**config.mk**
```make
export PLATFORM = sky130hd
export DESIGN_NAME = dp_ram16k_fifo_ctrl
export DESIGN_NICKNAME = d
export VERILOG_FILES = /design/src/rtl/dp_ram16k_fifo_ctrl.sv
export SDC_FILE = /design/constraint.sdc
export NUM_CORES = 1
export LEC_CHECK = 0
export CAP_MARGIN = 40
export CORE_MARGIN = 2
export CORE_UTILIZATION = 30
export DETAILED_ROUTE_END_ITERATION = 8
export GPL_ROUTABILITY_DRIVEN = 0
export PLACE_DENSITY = 0.71
export SYNTH_ARGS = -nofsm -noshare
export SYNTH_HDL_FRONTEND = slang
export SYNTH_SLANG_ARGS = --single-unit
```
**constraint.sdc**
```tcl
create_clock -name clk -period 4 [get_ports clk]
set_input_delay 0.4 -clock clk [delete_from_list [all_inputs] [get_ports clk]]
set_output_delay 0.4 -clock clk [all_outputs]
set_load 0.005 [all_outputs]
```
**src/rtl/dp_ram16k_fifo_ctrl.sv**
```systemverilog
// dp_ram16k_fifo_ctrl: FWFT stream FIFO driving one DP_RAM16K in 512x32 mode.
// Define DP_FIFO_ALMOST_EN to add registered almost_full/almost_empty flags.
module dp_ram16k_fifo_ctrl #(
    parameter int DEPTH = 512
`ifdef DP_FIFO_ALMOST_EN
    ,
    parameter int AF_LEVEL = 480,
    parameter int AE_LEVEL = 32
`endif
) (
    input  logic        clk,
    input  logic        rst,
    input  logic        s_valid,
    output logic        s_ready,
    input  logic [31:0] s_data,
    output logic        m_valid,
    input  logic        m_ready,
    output logic [31:0] m_data,
    output logic [9:0]  count,
    output logic        ram_wen,
    output logic [8:0]  ram_waddr,
    output logic [31:0] ram_d_in,
    output logic [31:0] ram_wenb,
    output logic        ram_ren,
    output logic [8:0]  ram_raddr,
`ifdef DP_FIFO_ALMOST_EN
    output logic        almost_full,
    output logic        almost_empty,
`endif
    input  logic [31:0] ram_d_out
);
    logic [8:0] wr_ptr_q, wr_ptr_d, rd_ptr_q, rd_ptr_d;
    logic [9:0] ram_cnt_q, ram_cnt_d, count_q, count_d;
    logic       out_valid_q, out_valid_d;
    logic       push, fetch, pop;
    always_comb begin
        s_ready     = ~rst & (count_q < 10'(DEPTH));
        push        = s_valid & s_ready;
        fetch       = (ram_cnt_q != '0) & (~out_valid_q | m_ready) & ~rst;
        m_valid     = out_valid_q & ~rst;
        pop         = m_valid & m_ready;
        wr_ptr_d    = wr_ptr_q + 9'(push);
        rd_ptr_d    = rd_ptr_q + 9'(fetch);
        ram_cnt_d   = ram_cnt_q + 10'(push) - 10'(fetch);
        // a pop that coincides with a fetch keeps the output register occupied
        out_valid_d = fetch | (out_valid_q & ~pop);
        count_d     = ram_cnt_d + 10'(out_valid_d);
    end
    always_ff @(posedge clk) begin
        if (rst) begin
            wr_ptr_q    <= '0;
            rd_ptr_q    <= '0;
            ram_cnt_q   <= '0;
            out_valid_q <= 1'b0;
            count_q     <= '0;
        end else begin
            wr_ptr_q    <= wr_ptr_d;
            rd_ptr_q    <= rd_ptr_d;
            ram_cnt_q   <= ram_cnt_d;
            out_valid_q <= out_valid_d;
            count_q     <= count_d;
        end
    end
    assign count     = count_q;
    assign m_data    = ram_d_out;
    assign ram_wen   = ~push;
    assign ram_waddr = wr_ptr_q;
    assign ram_d_in  = s_data;
    assign ram_wenb  = 32'hFFFF_FFFF;
    assign ram_ren   = ~fetch;
    assign ram_raddr = rd_ptr_q;
`ifdef DP_FIFO_ALMOST_EN
    logic almost_full_q, almost_full_d, almost_empty_q, almost_empty_d;
    always_comb begin
        almost_full_d  = count_d >= 10'(AF_LEVEL);
        almost_empty_d = count_d <= 10'(AE_LEVEL);
    end
    always_ff @(posedge clk) begin
        if (rst) begin
            almost_full_q  <= 1'b0;
            almost_empty_q <= 1'b1;
        end else begin
            almost_full_q  <= almost_full_d;
            almost_empty_q <= almost_empty_d;
        end
    end
    assign almost_full  = almost_full_q;
    assign almost_empty = almost_empty_q;
`endif
endmodule

```
==> results.md <==
- Total global-route track usage: 10.1%
- Placed cell areas: 0.00268 sq mm
- Peak supply drop: 0.000347 V
- Die height: roughly 100 microns
- Primary FF master, synth: dfxtp_1
- Antenna Cells: 0
- Worst Path Max Fanout: 3
- Detailed-router iteration count before antenna repair: 4
- Power Total: 2.43 mW
- Post-synth EDFFs: 0
- Average size of a mapped cell: 8.67 sq um
- HP Class: flop to flop
- Via density: 4.38
- ANT nets after route: 0
- Global-route wire length before repair: approximately 8000 microns
- Final hold violation count: 0
- Commonest non-fill, non-tap cell in the layout: dfxtp_1
- Cell Pwr Density: around 860 mW/mm^2
- R2r worst-path depth: 16
- Hold path endpoint: ram_waddr[8]
- DP HPWL: approximately 4000 microns
- Clock slew at reported path FFs: approximately 0.080 ns
- Post-synthesis cell area: 0.00277 sq mm
- Max incr delay on CP: 0.57 ns
- CP arrival: slightly below 4 ns
- Hold path cells: 2
- Final instance area: 0.00283 sq mm
- Post-route setup TNS: 0 ns
- Iter 0 DRT Violations: 48
- Vias in the first global route: around 1.6k
- R2r endpoint: count[9]
- Pin count of the biggest net entering global routing: 43
- # DRC: 0
- Routed wire length: between 5000 and 6000 microns
- Core area: 0.00911 sq mm
- Synth Warn #: 0
- Max_slew headroom: 67.0%
- Clock Latency Late Sink: 0.29 ns
- Commonest cells after routing, fill and taps aside: dfxtp_1, clkdlybuf4s50_1, conb_1, nor2_1
- Final setup margin: 0.216 ns
- Setup violations, final: 0
- Worst-margin pin slew: 0.492 ns
- Hold_sp: ram_waddr[8]
- WHS: ~0.5 ns
- Critical Path RT: between 4 and 5 ns
- Worst R2R Setup Slack: about 0.22 ns
- Synth-to-layout area growth: 2.31%
- Dpl ws: 0.143 ns
- Run status: finished clean
- Routed wire per std cell: 12.4 microns
- Final slew viol count: 0
- Max-cap violations: 0
- RSZ-0062 raised after global routing: no
- Sequential-to-total area share from yosys stat: 28.2%
- Max Fclk: 264 MHz
- Fill cells: between 900 and 1k
- Nets: 387
- Critical path cell sequence: inv_1 -> ha_1 -> and4b_1 -> a31o_2 -> a21oi_2 -> ha_1 -> inv_1 -> ha_1 -> inv_1 -> fa_2 -> and2b_2 -> o31a_4 -> xnor2_1 -> or4_4 -> nor4_4 -> mux2_2
- Initial core utilization: between 30% and 40%
- Layout cells sized above 1: 11.4%
- Die ar.: between 0.01 and 0.015 sq mm
- TritonCTS clock tree: built
- Yosys cell types: 47
- DR vias: between 1.5k and 2k
- Critical Path End Type: flop
- Gr ovfl total: 0
- Mapped Cells: around 320
- Startpoint Class: flop
- CTS Buf Count: 5
- Seq cells post-synth: 39
- Crit path time final: ~3.8 ns
- Initial antenna violation count: 0
- Asr flop ratio synth: 0%
- Clock buffer depth: 2
- Rows: 35
- Post-CTS setup buffers: 0
- Period Utilization, post-route: 94.6%
- Highest-delay cell along the critical path: or4_4
- Die width: 100 microns
- Crit path kind: flop to flop
- I/O Pins: roughly 200
- Maximum level of the CTS H-tree: 2
- Input/output buffers: 35
- Final setup skew: between 0.005 and 0.006 ns
- Clk sinks: 39
- Reg-to-reg startpoint: ram_cnt_q[2]
- Root buf cell: clkbuf_8
- LEAKAGE: 1.17 nW
## what timing repair did
item	in CTS	in global routing
hold buffers	0	0
setup endpoints to repair	0	2
gates resized for setup	0	5
## area by class of cell
class	count	area [sq um]	share of cell area [%]
Multi-Input combinational cell	189	1290	45.8
Timing Repair Buffer	42	403	14.2
Inverter	21	78.8	2.79
Clock inverter	2	60.1	2.12
Tap cell	111	139	4.91
Sequential cell	39	781	27.6
Clock buffer	6	72.6	2.57
## critical path: cells and delay by family (launching register included)
kind	cells	cell delay, ns
xor+xnor	1	0.08
flops	1	0.33
compound gates	3	0.52
simple gates	4	1.24
mux	1	0.36
buf+inv	3	0.18
fa+ha+maj	4	0.96
## cell families (layout without fill, tap and decap cells)
family	count (synthesis)	count (layout)	synth area share [%]
multiplexers	2	2	0.814
XOR/XNOR	22	22	7.24
adder cells (fa/ha/maj)	21	21	9.77
buffers and inverters	122	71	29.9
other	1	32	0.136
AND/OR/NAND/NOR	76	76	14.2
flip-flops	39	39	28.2
AO/OA/AOI/OAI	36	36	9.73
## report_power, final
part / leakage (nW) / switching (mW) / internal, mW
combinational: 0.784 / 0.788 / 0.709
clock: 0.0654 / 0.143 / 0.249
sequential: 0.321 / 0.0433 / 0.493
total: 1.17 / 0.975 / 1.45
## cell usage after synthesis (all sizes together), types with 3 or more instances
cell / count / area, sq um
dfxtp: 39 / 781
nor2b: 9 / 56.3
inv: 21 / 78.8
nor4: 3 / 25.0
a21oi: 12 / 63.8
buf: 99 / 739
xor2: 9 / 86.3
or3: 7 / 43.8
nor2: 27 / 101
nand3: 9 / 45.0
o21ai: 9 / 56.3
ha: 20 / 250
a31oi: 3 / 18.8
nand2: 7 / 26.3
xnor2: 13 / 114
## metrics by stage
stage          utilization, %  instances
3_3_place_gp             29.4        402
2_1_floorplan               -        350
6_report                 31.1        410
3_5_place_dp             29.4        402
4_1_cts                  30.8        410
5_1_grt                  31.1        410
## routing by layer
layer  GRT usage, %  routed length, microns
met3           3.62                     413
met5              0                       0
met1           10.9                    1990
met2           16.5                    2400
met4           6.95                     289
## registers in the layout, indices dropped and copies added (netlist names)
signal,flops
count,10
ram_waddr,9
out_valid_q,1
ram_cnt_q,10
ram_raddr,9
## how the worst max path moves through the flow
stage | from | end | slack [ns] | depth (start not counted)
finish | ram_cnt_q[2] | count[9] | 0.22 | 16
global route | ram_cnt_q[3] | count[9] | 0.007 | 16
CTS | ram_cnt_q[7] | count[9] | 0.13 | 16
detailed placement | rst | count[9] | 0.14 | 14
global placement | rst | count[9] | 0.25 | 14
floorplan | ram_cnt_q[2] | count[9] | 0.34 | 16
No activity file was read; power rests on OpenSTA's default activity.
